===== config.mk =====
export PLATFORM = sky130hd
export DESIGN_NAME = fifo_write_arbiter_flat
export DESIGN_NICKNAME = d
export VERILOG_FILES = /design/src/rtl/fifo_write_arbiter_if.sv /design/src/rtl/fifo_write_arbiter.sv /design/src/flat_wrapper.sv
export SDC_FILE = /design/constraint.sdc
export NUM_CORES = 1
export LEC_CHECK = 0
export BUFFER_PORTS_ARGS = -buffer_cell sky130_fd_sc_hd__buf_2
export CAP_MARGIN = 20
export CORE_MARGIN = 2
export CORE_UTILIZATION = 45
export CTS_CLUSTER_DIAMETER = 80
export DETAILED_ROUTE_END_ITERATION = 8
export PLACE_DENSITY = 0.77
export SLEW_MARGIN = 10
export SYNTH_ARGS = -nofsm -noshare
export SYNTH_HDL_FRONTEND = slang
export SYNTH_SLANG_ARGS = --single-unit

===== constraint.sdc =====
create_clock -name write_clk -period 5.5 [get_ports write_clk]
set_input_delay 0.275 -clock write_clk [delete_from_list [all_inputs] [get_ports write_clk]]
set_output_delay 0.275 -clock write_clk [all_outputs]
set_load 0.1 [all_outputs]

===== src/rtl/fifo_write_arbiter_if.sv =====
// Requester-side and FIFO-side signals of the write-port arbiter, bundled as one port.
// The master modport drives requests and the full flag; the slave modport is the arbiter.
interface fifo_write_arbiter_if #(
    parameter int NUM_REQ   = 4,
    parameter int DATA_SIZE = 8
);
    logic [NUM_REQ-1:0]           req;
    logic [NUM_REQ*DATA_SIZE-1:0] req_data;
    logic [NUM_REQ-1:0]           req_last;
    logic [NUM_REQ-1:0]           req_ack;
    logic                         full;
    logic                         write_inc;
    logic [DATA_SIZE-1:0]         write_data;
    logic [NUM_REQ-1:0]           grant;
    logic                         busy;

    modport master (
        output req, req_data, req_last, full,
        input  req_ack, write_inc, write_data, grant, busy
    );

    modport slave (
        input  req, req_data, req_last, full,
        output req_ack, write_inc, write_data, grant, busy
    );
endinterface


===== src/rtl/fifo_write_arbiter.sv =====
// Round-robin owner of the async FIFO write port: one grant per burst, one idle cycle between bursts.
// First beat can be pushed one cycle after req rises; full stalls the owner without releasing it.
module fifo_write_arbiter #(
    parameter int NUM_REQ   = 4,
    parameter int DATA_SIZE = 8,
    parameter int MAX_BURST = 8
) (
    input  logic                 write_clk,
    input  logic                 write_reset,
    fifo_write_arbiter_if.slave  bus
);
    localparam int PTR_W = (NUM_REQ > 1) ? $clog2(NUM_REQ) : 1;

    typedef enum logic {
        IDLE,
        GRANT
    } state_e;

    state_e               state_q, state_d;
    logic [NUM_REQ-1:0]   grant_q, grant_d;
    logic                 busy_q, busy_d;
    logic [PTR_W-1:0]     rr_ptr_q, rr_ptr_d;
    logic [PTR_W-1:0]     owner_q, owner_d;
    logic [7:0]           beat_cnt_q, beat_cnt_d;

    logic [DATA_SIZE-1:0] slice [NUM_REQ];
    logic [PTR_W-1:0]     pick;
    logic                 accept;
    logic                 rel;
    logic [NUM_REQ-1:0]   ack;
    logic [DATA_SIZE-1:0] wdata;

    for (genvar i = 0; i < NUM_REQ; i++) begin : g_slice
        assign slice[i] = bus.req_data[i*DATA_SIZE +: DATA_SIZE];
    end

    // First requester at or after the round-robin pointer, wrapping at NUM_REQ-1.
    function automatic logic [PTR_W-1:0] rr_pick(input logic [NUM_REQ-1:0] r,
                                                 input logic [PTR_W-1:0]   start);
        logic [PTR_W-1:0] idx;
        logic [PTR_W-1:0] sel;
        logic             found;
        idx   = start;
        sel   = start;
        found = 1'b0;
        for (int k = 0; k < NUM_REQ; k++) begin
            if (!found && r[idx]) begin
                sel   = idx;
                found = 1'b1;
            end
            idx = (idx == PTR_W'(NUM_REQ - 1)) ? '0 : idx + 1'b1;
        end
        return sel;
    endfunction

    always_comb begin
        state_d    = state_q;
        grant_d    = grant_q;
        busy_d     = busy_q;
        rr_ptr_d   = rr_ptr_q;
        owner_d    = owner_q;
        beat_cnt_d = beat_cnt_q;
        accept     = 1'b0;
        rel        = 1'b0;
        ack        = '0;
        wdata      = '0;
        pick       = rr_pick(bus.req, rr_ptr_q);

        case (state_q)
            IDLE: begin
                if (|bus.req) begin
                    grant_d       = '0;
                    grant_d[pick] = 1'b1;
                    owner_d       = pick;
                    beat_cnt_d    = '0;
                    busy_d        = 1'b1;
                    state_d       = GRANT;
                end
            end

            GRANT: begin
                wdata        = slice[owner_q];
                accept       = bus.req[owner_q] & ~bus.full;
                ack[owner_q] = accept;
                if (accept) begin
                    beat_cnt_d = beat_cnt_q + 8'd1;
                end
                // An owner dropping req gives the port back even mid-burst; full alone never does.
                rel = (accept & (bus.req_last[owner_q] |
                                 (beat_cnt_q == 8'(MAX_BURST - 1)))) |
                      ~bus.req[owner_q];
                if (rel) begin
                    state_d    = IDLE;
                    grant_d    = '0;
                    busy_d     = 1'b0;
                    beat_cnt_d = '0;
                    rr_ptr_d   = (owner_q == PTR_W'(NUM_REQ - 1)) ? '0 : owner_q + 1'b1;
                end
            end

            default: begin
                state_d = IDLE;
                grant_d = '0;
                busy_d  = 1'b0;
            end
        endcase
    end

    always_ff @(posedge write_clk) begin
        if (write_reset) begin
            state_q    <= IDLE;
            grant_q    <= '0;
            busy_q     <= 1'b0;
            rr_ptr_q   <= '0;
            owner_q    <= '0;
            beat_cnt_q <= '0;
        end else begin
            state_q    <= state_d;
            grant_q    <= grant_d;
            busy_q     <= busy_d;
            rr_ptr_q   <= rr_ptr_d;
            owner_q    <= owner_d;
            beat_cnt_q <= beat_cnt_d;
        end
    end

    assign bus.req_ack    = ack;
    assign bus.write_inc  = accept;
    assign bus.write_data = wdata;
    assign bus.grant      = grant_q;
    assign bus.busy       = busy_q;

    a_grant_onehot0: assert property (@(posedge write_clk) disable iff (write_reset)
        $onehot0(grant_q));
    a_inc_busy: assert property (@(posedge write_clk) disable iff (write_reset)
        bus.write_inc |-> busy_q);
    a_ack_onehot0: assert property (@(posedge write_clk) disable iff (write_reset)
        $onehot0(ack));
endmodule


===== src/flat_wrapper.sv =====
// flat-port wrapper written by rule: the top's interface ports become plain ports
module fifo_write_arbiter_flat 
#(
    parameter int NUM_REQ   = 4,
    parameter int DATA_SIZE = 8,
    parameter int MAX_BURST = 8
)
  (write_clk, write_reset, bus_req, bus_req_data, bus_req_last, bus_full, bus_req_ack, bus_write_inc, bus_write_data, bus_grant, bus_busy);
  fifo_write_arbiter_if #(.NUM_REQ(NUM_REQ), .DATA_SIZE(DATA_SIZE)) bus_i ();
  input  logic write_clk;
  input  logic write_reset;
  input wire logic [$bits(bus_i.req)-1:0] bus_req;
  input wire logic [$bits(bus_i.req_data)-1:0] bus_req_data;
  input wire logic [$bits(bus_i.req_last)-1:0] bus_req_last;
  input wire logic [$bits(bus_i.full)-1:0] bus_full;
  output wire logic [$bits(bus_i.req_ack)-1:0] bus_req_ack;
  output wire logic [$bits(bus_i.write_inc)-1:0] bus_write_inc;
  output wire logic [$bits(bus_i.write_data)-1:0] bus_write_data;
  output wire logic [$bits(bus_i.grant)-1:0] bus_grant;
  output wire logic [$bits(bus_i.busy)-1:0] bus_busy;
  assign bus_i.req = bus_req;
  assign bus_i.req_data = bus_req_data;
  assign bus_i.req_last = bus_req_last;
  assign bus_i.full = bus_full;
  assign bus_req_ack = bus_i.req_ack;
  assign bus_write_inc = bus_i.write_inc;
  assign bus_write_data = bus_i.write_data;
  assign bus_grant = bus_i.grant;
  assign bus_busy = bus_i.busy;
  fifo_write_arbiter #(.NUM_REQ(NUM_REQ), .DATA_SIZE(DATA_SIZE), .MAX_BURST(MAX_BURST)) u_core (.write_clk(write_clk), .write_reset(write_reset), .bus(bus_i));
endmodule

Word level (Yosys, flattened, before mapping)
Cells that the tools add are included.
{ "word_totals": {"regBits": 18, "inputBits": 43, "out_inout_bits": 18, "wordCells": 95} }
{ "op_classes": {"add_sub_neg": 5, "magnitude_cmp": 9, "n_eq_ne": 8, "mux": 45, "bitwise": 9, "n_reduce_logical": 13} }
{ "ops": {"columns": ["operator", "count"], "rows": [
  ["8-bit 2-to-1 mux", 6],
  ["2-bit by 3-bit less-than comparator with 1-bit output (second input constant)", 6],
  ["8-bit binary-select mux with 2-bit select", 1],
  ["1-bit 2-to-1 mux", 16],
  ["8-bit case mux with 2 select lines", 1],
  ["2-bit 2-to-1 mux", 7],
  ["1-bit binary-select mux with 2-bit select", 6],
  ["4-bit 2-to-1 mux", 3],
  ["2-bit by 1-bit adder with 2-bit output (second input constant)", 4],
  ["8-bit by 1-bit adder with 8-bit output (second input constant)", 1],
  ["2-bit equality test (second input constant)", 4],
  ["8-bit by 3-bit equality test with 1-bit output (second input constant)", 1],
  ["4-bit case mux with 2 select lines", 1],
  ["2-bit AND reduction", 4],
  ["1-bit logical AND", 5],
  ["4-bit bitwise AND", 1],
  ["1-bit demux with 2-bit select", 2],
  ["2-bit by 1-bit >= comparator with 1-bit output (second input constant)", 2],
  ["1-bit case mux with 2 select lines", 2],
  ["4-bit OR reduction", 1],
  ["3-bit >= comparator (second input constant)", 1],
  ["1-bit zero test", 3],
  ["3-bit != test (second input constant)", 1],
  ["1-bit inverter", 3],
  ["5 further kinds", 7]
]} }

Logic depth before layout (Yosys ltp)
Gate-level depths: netlist (run 1).
{ "logic_depth": {"depth_word": 18, "mapped_depth": 8, "depth_no_buf": 7} }

Worst setup path before layout (run 1)
Ideal clock, no wire load.
{ "synth_timing": {"kind": "register to output", "start": "reg u_core.owner_q[0]", "end": "out bus_req_ack[0]", "t_arrival_ps": 3066, "t_required_ps": 5225, "path_slack_ps": 2159, "path_stages_with_launch": 5, "n_path_buf": 0, "path_cell_list": "dfxtp_1 -> mux4_2 -> nand2_1 -> nor2_1 -> and2_1"} }
{ "synth_between": {"elab_chain_cells": 6, "word_cells_on_any_way": 10, "cone_classes": "order compare (2); mux (5); bitwise (2); reduce/logical (1)"} }
{ "synth_lines": {"columns": ["item", "line_no", "text"], "rows": [
  ["start: declaration", "fifo_write_arbiter.sv:23", "logic [PTR_W-1:0] owner_q, owner_d;"],
  ["start signal: assignment", "fifo_write_arbiter.sv:122", "owner_q <= owner_d;"],
  ["2-bit by 3-bit less-than comparator with 1-bit output (implied by the code) or 2-bit by 1-bit >= comparator with 1-bit output (tied branches)", "fifo_write_arbiter.sv:84", "ack[owner_q] = accept;"],
  ["1-bit logical AND (implied by the code)", "fifo_write_arbiter.sv:84", null],
  ["1-bit 2-to-1 mux (implied by the code)", "fifo_write_arbiter.sv:84", null],
  ["1-bit demux with 2-bit select", null, null],
  ["4-bit bitwise AND (no line) (*)", null, null],
  ["4-bit 2-to-1 mux (*)", "fifo_write_arbiter.sv:69", "case (state_q)"],
  ["end: declaration", "flat_wrapper.sv:16", "output wire logic [$bits(bus_i.req_ack)-1:0] bus_req_ack;"]
]} }
Mark *: on every way between the ends. The rest lies on a longest branch, timed or not. The select of a mux whose other input is x is not followed.

Final worst setup path (run 1)
{ "layout_timing": {"start": "reg u_core.owner_q[0]", "end": "out bus_req_ack[2]"} }
The elaborated chain is that of the path after synthesis.

==> results of run 1 <==
==> cells in the final DEF, fill, tap and decap left out, drive strengths merged, types with 3 or more instances in the layout <==
cell type / instances
a21oi: 7
and2: 13
buf: 60
clkbuf: 4
dfxtp: 18
ha: 6
inv: 9
mux2i: 3
mux4: 13
nand2: 12
nand2b: 7
nand3: 5
nand4: 3
nor2: 18
nor3: 3
o21ai: 5
o32ai: 3
or2: 3
xor2: 5
==> path summary, 6_finish.rpt <==
path / depth (start not counted) / end
worst min register to register: 2 / u_core.bus.grant[0]$_SDFFE_PP0P_
worst min-delay path: 2 / u_core.rr_ptr_q[0]$_SDFFE_PP0P_
worst max-delay path: 5 / bus_req_ack[2]
worst max register to register: 7 / u_core.bus.grant[1]$_SDFFE_PP0P_
==> cell type report <==
cell class	instances	area [sq um]	share of cell area
multi-input cells	126	1030	0.568
flip-flops and latches	18	360	0.198
repair buffers	60	300	0.165
well taps	44	55.1	0.0302
clock buffers	4	36.3	0.0199
inverters	9	33.8	0.0186
==> flip-flops by register name (all words and copies together), names as in the netlist <==
signal,count
u_core.bus.busy,1
u_core.rr_ptr_q,2
u_core.owner_q,2
u_core.state_q,1
u_core.bus.grant,4
u_core.beat_cnt_q,8
==> worst max-delay path: cells and delay by family, from the launching register on <==
| kind | cells | cell delay [ps] |
|---|---|---|
| mux | 1 | 400 |
| buf+inv | 1 | 420 |
| simple gates | 3 | 520 |
| flops | 1 | 820 |
==> per-layer routing <==
| layer | vias to the layer above | share of wire | GRT usage |
|---|---|---|---|
| met2 | 66 | 0.49 | 0.360 |
| met5 | - | 0 | 0 |
| met1 | 659 | 0.40 | 0.227 |
| li1 | 696 | - | - |
| met3 | 2 | 0.10 | 0.0420 |
| met4 | 0 | 0.0042 | 0.0373 |
==> logic make-up after synthesis <==
family	share of synthesized area
AO/OA/AOI/OAI	0.113
adder cells (fa/ha/maj)	0.0512
multiplexers	0.235
XOR/XNOR	0.0358
flip-flops	0.246
AND/OR/NAND/NOR	0.270
buffers and inverters	0.0486
==> per-stage QoR <==
stage | setup slack, ps | cells | utilization | instance area [sq um]
after global routing | 2560 | 261 | 0.591 | 1820
after global placement | 2930 | 257 | 0.580 | 1780
final | 2780 | 261 | 0.591 | 1820
after floorplan | 2160 | 159 | - | 1470
after CTS | 2740 | 261 | 0.591 | 1820
after detailed placement | 2920 | 257 | 0.580 | 1780
==> power groups by stage <==
stage / Combinational [mW] / Clock [mW] / Sequential (mW)
after floorplan: 0.221 / 0 / 0.198
after global placement: 0.295 / 0 / 0.171
after detailed placement: 0.298 / 0 / 0.171
after CTS: 0.299 / 0.0835 / 0.168
after global routing: 0.319 / 0.0896 / 0.172
final: 0.298 / 0.0802 / 0.167
==> summary.md, run 1 <==
| Metric | Value |
|---|---|
| Starting Density | `0.476` |
| Die height | `around 61 um` |
| Most frequently used flop master after synthesis | `dfxtp_1` |
| Switching Share | `0.486` |
| Total number of vias | `1,423` |
| Sink Count | `18` |
| Top cells by instance count after synthesis | `dfxtp_1, nor2_1, and2_1, nand2_1, mux4_2` |
| Post-synthesis sequential area ratio | `0.246` |
| Combinational Power Share | `0.546` |
| DRC viols | `0` |
| LEAKAGE | `approximately 0.8 nW` |
| Routability Congestion | `0.799` |
| Post-DP HPWL | `2.85 mm` |
| Synth area leaders | `dfxtp_1, mux4_2, and2_1` |
| Clock-pin slew on the worst setup and hold paths | `100 ps` |
| Post-CTS Setup Bufs | `0` |
| Area leader, netlist | `dfxtp_1` |
| # IOs | `61` |
| Slew Viols, Final | `0` |
| RSZ-0062 raised after global routing | `false` |
| Worst min-delay path startpoint | `write_reset` |
| Tightest Hold Check Type | `in2reg` |
| CP required | `5220 ps` |
| Global route overflow | `0` |
| Synth-to-Final Area Change | `24.1%` |
| Antenna violations before repair | `0` |
| Clk Latency, worst-skew pair | `between 200 and 300 ps` |
| CP peak stage delay | `between 800 and 900 ps` |
| ANT cells | `0` |
| Max clock buf depth | `2` |
| Final Hold Violating Endpoints | `0` |
| Slowest CP cell | `dfxtp_1` |
| Die width | `slightly above 60 um` |
| Seq pwr share | `0.306` |
| Net Count, Synth | `around 210` |
| Pwr Density | `299 nW/um^2` |
| Critical Path Fanout Max | `15` |
| Max-Cap Viols | `0` |
| Proportion of layout cells with a drive suffix above 1 | `0.378` |
| Fillers | `~280` |
| First-pass GRT wire length | `5.43 mm` |
| # H-tree levels | `1` |
| Hold Buf Count CTS | `0` |
| Wirelength per Cell | `13.7 um` |
| Sw power | `about 0.26 mW` |
| Crit end category | `output port` |
| Root buffer cell | `clkbuf_4` |
| DRT antenna net count | `0` |
| Fmax | `368 MHz` |
| Clock Power Share | `0.147` |
| Worst-Margin Slew | `~750 ps` |
| Final setup viols | `0` |
| Critical path, cell by cell | `mux4_2 > nand2_1 > nor2_1 > and2_1 > buf_2` |
| Worst endpoint data arrival time | `2440 ps` |
| Yosys cell types | `41` |
| Worst Setup Start Kind | `flop` |
| Worst r2r src | `u_core.rr_ptr_q[0]$_SDFFE_PP0P_` |
| Relative slew slack | `0.503` |
| Worst setup startpoint | `u_core.owner_q[0]$_SDFFE_PP0P_` |
| Die ar. | `around 3700 sq um` |
| Post-synth ARST share | `0` |
| Vias in the first global route | `1,275` |
| Final Power | `0.545 mW` |
| CTS resizes | `0` |
| CTS tree | `yes` |
| Post-route clock period utilization | `0.494` |
| Top-area cell type share of the netlist area | `0.246` |
| Syn. warnings | `0` |
| EDFF count, synth | `0` |
| Flops & latches, synth | `18` |
| Iteration-0 DRC Markers | `39` |
| Syn_area_per_cell | `9.22 sq um` |
| Setup_tns | `0 ps` |
| Final min period | `2720 ps` |
| Cell row count | `20` |
| IO buf count | `60` |
| Drt total wl | `3.57 mm` |
| Largest net degree at the start of global routing | `16` |
| Peak supply drop | `0.255 mV` |
| Kind of critical path | `reg2out` |
| Mapped Cells | `159` |
| CTS Buf Count | `3` |
| Core area | `approximately 3000 sq um` |
| Final Net Count | `267` |
| Mapped cell area | `1470 sq um` |
| Vias/cell | `5.45` |
| Total track usage | `0.193` |
| Min Hold Slack | `296 ps` |
| Status | `finished, final reports clean` |
| Internal | `~0.28 mW` |
| Internal reg-to-reg setup slack | `about 2900 ps` |
| Final Skew | `3.33 ps` |
| Pre-Repair DR Iteration Count | `7` |
No activity file was read; power rests on OpenSTA's default activity.
==> run 2, diff against run 1 <==
==> constraint.sdc (replaced) <==
create_clock -name write_clk -period 2.58 [get_ports write_clk]
set_input_delay 0.129 -clock write_clk [delete_from_list [all_inputs] [get_ports write_clk]]
set_output_delay 0.129 -clock write_clk [all_outputs]
set_load 0.1 [all_outputs]
==> summary.md, run 2 (synthesis gave the netlist of run 1 again) <==
| Metric | Value |
|---|---|
| Worst min-delay path startpoint | `write_reset` |
| DR WL met3 | `373 um` |
| Setup slack after layout | `about 190 ps` |
| Most frequent cells in the layout | `buf_2, dfxtp_1, nor2_1` |
| Status | `finished, final reports clean` |
| Final Net Count | `274` |
| Top Metal Used | `met4` |
| Final setup viols | `0` |
| Tightest Hold Check Type | `in2reg` |
| Worst-Margin Slew | `511 ps` |
| Die ar. | `3730 sq um` |
| Sink Count | `18` |
| Sw power | `0.571 mW` |
| # H-tree levels | `1` |
| Min Hold Slack | `127 ps` |
| Hold Buf Count CTS | `0` |
| Max clock buf depth | `2` |
| Post-route clock period utilization | `0.926` |
| Fillers | `274` |
| RSZ-0062 raised after global routing | `false` |
| Global route overflow | `0` |
| Setup_tns | `0 ps` |
| Most common cell after layout, fill and taps aside | `buf_2` |
| CTS tree | `yes` |
| Final Hold Violating Endpoints | `0` |
| Switching Share | `0.480` |
| IO buf count | `60` |
| Kind of critical path | `reg2reg` |
| Pre-Repair DR Iteration Count | `4` |
| Clock-pin slew on the worst setup and hold paths | `110 ps` |
| Wl on met1 | `1.44 mm` |
| CP required | `2790 ps` |
| Seq pwr share | `0.281` |
| Iteration-0 DRC Markers | `48` |
| Clk Latency, worst-skew pair | `290 ps` |
| Slew Viols, Final | `0` |
| Largest register FFs | `8` |
| Wirelength per Cell | `13.1 um` |
| Internal reg-to-reg setup slack | `190 ps` |
| Pwr Density | `~630 nW/um^2` |
| Met2 wire length | `1.67 mm` |
| Placed cell areas | `1840 sq um` |
| Final Skew | `~2.7 ps` |
| Worst Setup Start Kind | `flop` |
| Hold endpoint | `u_core.beat_cnt_q[1]$_SDFFE_PP0P_` |
| Relative slew slack | `0.658` |
| Worst slack at placement | `209 ps` |
| Clock Power Share | `0.147` |
| Worst r2r src | `u_core.rr_ptr_q[1]$_SDFFE_PP0P_` |
| Cells on worst reg2reg path | `6` |
| Die height | `roughly 61 um` |
| Fmax | `418 MHz` |
| Total track usage | `0.196` |
| # IOs | `61` |
| Critical path, cell by cell | `ha_1 > inv_1 > mux4_1 > nor3_4 > mux2_4 > a311oi_1` |
| Proportion of layout cells with a drive suffix above 1 | `0.402` |
| Crit end category | `flop` |
| Max-Cap Viols | `0` |
| Post-DP HPWL | `slightly below 3 mm` |
| Final Power | `1.19 mW` |
| Root buffer cell | `clkbuf_4` |
| Internal | `0.618 mW` |
| Combinational Power Share | `0.572` |
| Reg2reg end | `u_core.owner_q[0]$_SDFFE_PP0P_` |
| CTS Buf Count | `3` |
| Critical Path Fanout Max | `5` |
| Antenna violations before repair | `0` |
| Total number of vias | `1,410` |
| CP peak stage delay | `between 600 and 700 ps` |
| CTS resizes | `0` |
| Drt total wl | `between 3 and 4 mm` |
| DRT antenna net count | `0` |
| FF/Latch Area | `360 sq um` |
| Post-CTS Setup Bufs | `0` |
| DRC viols | `0` |
| Slowest CP cell | `mux4_1` |
| Peak supply drop | `0.465 mV` |
| Multi-input gate area | `1040 sq um` |
| Largest net degree at the start of global routing | `14` |
| Cell area after layout | `1880 sq um` |
| ANT cells | `0` |
| Top reg by flops | `u_core.beat_cnt_q` |
| Final min period | `2390 ps` |
| Synth-to-Final Area Change | `28.2%` |
| WHS Path Cells | `2` |
| Starting Density | `0.476` |
| LEAKAGE | `between 0.8 and 0.9 nW` |
| First-pass GRT wire length | `5.49 mm` |
| Core area | `3080 sq um` |
| Vias/cell | `5.26` |
| Vias in the first global route | `1,301` |
| Die width | `61.1 um` |
| Routability Congestion | `0.847` |
| Worst endpoint data arrival time | `2600 ps` |
| Cell row count | `20` |
==> run 2: cell types whose count changed in the layout (fill, tap and decap cells not counted) <==
| cell | previous run | this run |
|---|---|---|
| nor2_1 | 18 | 17 |
| nor2_4 | 0 | 1 |
| buf_4 | 0 | 7 |
==> run 2: how the worst max path moves through the flow <==
stage / from / to / slack [ps] / cells past startpoint
floorplan: u_core.owner_q[0]$_SDFFE_PP0P_ / bus_req_ack[0] / 240 / 4
global placement: u_core.rr_ptr_q[1]$_SDFFE_PP0P_ / u_core.owner_q[0]$_SDFFE_PP0P_ / 260 / 6
detailed placement: u_core.rr_ptr_q[1]$_SDFFE_PP0P_ / u_core.owner_q[0]$_SDFFE_PP0P_ / 210 / 6
CTS: u_core.rr_ptr_q[1]$_SDFFE_PP0P_ / u_core.owner_q[0]$_SDFFE_PP0P_ / 180 / 6
global route: u_core.rr_ptr_q[1]$_SDFFE_PP0P_ / u_core.owner_q[0]$_SDFFE_PP0P_ / 10 / 6
finish: u_core.rr_ptr_q[1]$_SDFFE_PP0P_ / u_core.owner_q[0]$_SDFFE_PP0P_ / 190 / 6
==> run 2: per-stage QoR <==
stage           util  cells
6_report       0.611    268
5_1_grt        0.611    268
4_1_cts        0.611    268
3_5_place_dp   0.599    264
3_3_place_gp   0.599    264
2_1_floorplan      -    159
==> run 2: power by group through the flow <==
stage          Combinational, mW  Sequential (mW)  Clock [mW]
3_5_place_dp               0.684            0.341           0
2_1_floorplan              0.473            0.421           0
3_3_place_gp               0.677            0.341           0
5_1_grt                    0.735            0.340       0.193
6_report                   0.681            0.334       0.174
4_1_cts                    0.686            0.335       0.180
==> run 2: per-layer routing <==
layer,track usage,vias to the layer above
li1,-,709
met1,0.227,643
met2,0.366,56
met3,0.0399,2
met4,0.0466,0
met5,0,-
==> run 2: critical path, delay by kind of cell (launching register included) <==
| kind | cells | cell delay (ps) |
|---|---|---|
| buffers and inverters | 1 | 110 |
| flip-flops | 1 | 360 |
| adder cells (fa/ha/maj) | 1 | 340 |
| multiplexers | 2 | 970 |
| AND/OR/NAND/NOR | 1 | 280 |
| AO/OA/AOI/OAI | 1 | 250 |
==> run 2: area by class of cell <==
class	count	share of cell area
Tap cell	44	0.0293
Sequential cell	18	0.192
Multi-Input combinational cell	126	0.554
Timing Repair Buffer	67	0.188
Clock buffer	4	0.0193
Inverter	9	0.0180
==> run 3, diff against run 2 <==
--- a/config.mk
+++ b/config.mk
@@ -7,11 +7,14 @@
 export LEC_CHECK = 0
 export BUFFER_PORTS_ARGS = -buffer_cell sky130_fd_sc_hd__buf_2
 export CAP_MARGIN = 20
+export CORE_ASPECT_RATIO = 1.4
 export CORE_MARGIN = 2
 export CORE_UTILIZATION = 45
 export CTS_CLUSTER_DIAMETER = 80
 export DETAILED_ROUTE_END_ITERATION = 8
+export GPL_ROUTABILITY_DRIVEN = 1
 export PLACE_DENSITY = 0.77
+export REMOVE_ABC_BUFFERS = 1
 export SLEW_MARGIN = 10
 export SYNTH_ARGS = -nofsm -noshare
 export SYNTH_HDL_FRONTEND = slang
==> summary.md, run 3 (synthesis gave the netlist of run 1 again) <==
| Metric | Value |
|---|---|
| Status | `finished, final reports clean` |
| Routability Congestion | `~0.9` |
| DRC viols | `0` |
| Most common cell after layout, fill and taps aside | `buf_2` |
| Top reg by flops | `u_core.beat_cnt_q` |
| Bufs and invs on worst path | `1` |
| Relative slew slack | `0.653` |
| Worst slack at placement | `around 220 ps` |
| Peak supply drop | `0.356 mV` |
| Starting Density | `0.470` |
| Pre-Repair DR Iteration Count | `4` |
| Drt total wl | `roughly 3.5 mm` |
| Most frequent cells in the layout | `buf_2, nor2_1, dfxtp_1` |
| Wirelength per Cell | `~13 um` |
| Tightest Hold Check Type | `in2reg` |
| Final min period | `2370 ps` |
| Final Net Count | `274` |
| CP Depth | `7` |
| Die ar. | `3740 sq um` |
| Die height | `roughly 72 um` |
| Final Hold Violating Endpoints | `0` |
| Core area | `3120 sq um` |
| Clock-pin slew on the worst setup and hold paths | `70 ps` |
| Critical path, cell by cell | `ha_1 > inv_1 > mux4_1 > nor3_4 > a211oi_2 > or2_1 > o32ai_1` |
| # H-tree levels | `1` |
| Fin util | `0.604` |
| Proportion of layout cells with a drive suffix above 1 | `0.397` |
| Sw power | `0.578 mW` |
| Top delay family on crit path | `multiplexers` |
| Switching Share | `0.464` |
| CTS tree | `yes` |
| Vias/cell | `5.30` |
| Post-DP HPWL | `~3 mm` |
| Global route overflow | `0` |
| Total track usage | `0.217` |
| Internal reg-to-reg setup slack | `between 200 and 250 ps` |
| Cell row count | `24` |
| CTS Buf Count | `3` |
| Final Skew | `3.20 ps` |
| Combinational Power Share | `0.552` |
| Critical Path Fanout Max | `5` |
| Max-Cap Viols | `0` |
| Slew Viols, Final | `0` |
| Cells on worst reg2reg path | `7` |
| Root buffer cell | `clkbuf_8` |
| CP peak stage delay | `around 640 ps` |
| Worst endpoint data arrival time | `2530 ps` |
| Final setup viols | `0` |
| Hold Buf Count CTS | `0` |
| Setup slack after layout | `211 ps` |
| Largest register FFs | `8` |
| Largest net degree at the start of global routing | `14` |
| Post-CTS Setup Bufs | `0` |
| Iteration-0 DRC Markers | `24` |
| Pwr Density | `roughly 660 nW/um^2` |
| Total number of vias | `between 1,000 and 1,500` |
| DRT antenna net count | `0` |
| Worst Setup Start Kind | `flop` |
| Clock Power Share | `0.184` |
| Clk Latency, worst-skew pair | `250 ps` |
| Antenna violations before repair | `0` |
| IO buf count | `60` |
| CTS resizes | `0` |
| Post-route clock period utilization | `0.918` |
| Worst min-delay path startpoint | `write_reset` |
| Synth-to-Final Area Change | `28.6%` |
| Hold endpoint | `u_core.bus.grant[3]$_SDFFE_PP0P_` |
| Die width | `52.2 um` |
| Internal | `0.669 mW` |
| Fmax | `422 MHz` |
| # IOs | `61` |
| ANT cells | `0` |
| RSZ-0062 raised after global routing | `false` |
| Max clock buf depth | `2` |
| Worst-Margin Slew | `approximately 520 ps` |
| Slowest CP cell | `mux4_1` |
| First-pass GRT wire length | `6.27 mm` |
| Crit end category | `flop` |
| Reg2reg end | `u_core.bus.grant[0]$_SDFFE_PP0P_` |
| Kind of critical path | `reg2reg` |
| Worst r2r src | `u_core.rr_ptr_q[1]$_SDFFE_PP0P_` |
| LEAKAGE | `around 0.84 nW` |
| Seq pwr share | `0.264` |
| WHS Path Cells | `2` |
| CP required | `2740 ps` |
| Sink Count | `18` |
| Vias in the first global route | `1,443` |
[run 3: per-layer routing]
layer  wire length (um)  share of wire  GRT usage
met5                  0              0          0
met4                 72          0.020     0.0883
met3                123          0.035     0.0208
met2               1970           0.56      0.397
met1               1380           0.39      0.251
[run 3: power by group through the flow]
stage	Sequential, mW	Combinational (mW)	Clock, mW
floorplan	0.442	0.433	0
global placement	0.336	0.682	0
detailed placement	0.336	0.692	0
CTS	0.329	0.693	0.231
global route	0.334	0.740	0.247
finish	0.329	0.689	0.229
[run 3: per-stage QoR]
stage               setup TNS (ps)  std cells  hold slack, ps  cell area [sq um]  total power, mW
global placement                 0        259             446               1830             1.02
finish                           0        263             170               1890             1.25
floorplan                    -4000        153             198               1430            0.874
CTS                              0        263             175               1890             1.25
global route                     0        263             197               1890             1.32
detailed placement               0        259             444               1830             1.03
[run 3: how the worst max path moves through the flow]
stage                                    start                                to  slack [ps]
2_1_floorplan   u_core.owner_q[0]$_SDFFE_PP0P_                    bus_req_ack[0]        -980
3_3_place_gp   u_core.rr_ptr_q[1]$_SDFFE_PP0P_    u_core.owner_q[0]$_SDFFE_PP0P_         270
3_5_place_dp   u_core.rr_ptr_q[1]$_SDFFE_PP0P_    u_core.owner_q[0]$_SDFFE_PP0P_         220
4_1_cts        u_core.rr_ptr_q[1]$_SDFFE_PP0P_  u_core.bus.grant[2]$_SDFFE_PP0P_         200
5_1_grt        u_core.rr_ptr_q[1]$_SDFFE_PP0P_  u_core.bus.grant[1]$_SDFFE_PP0P_           8
6_report       u_core.rr_ptr_q[1]$_SDFFE_PP0P_  u_core.bus.grant[0]$_SDFFE_PP0P_         210
[run 3: area by class of cell]
class,count,area (sq um)
clock buffer,4,55.1
fill,308,1240
inverter,9,33.8
multi-input combinational,126,1030
sequential,18,360
tap,39,48.8
timing repair buffer,67,353
[run 3: worst reg2reg max path, stage by stage, from the launching register on]
cell and delay [ps]:
dfxtp_1 340, ha_1 340, inv_1 100, mux4_1 640, nor3_4 290, a211oi_2 80, or2_1 250, o32ai_1 250
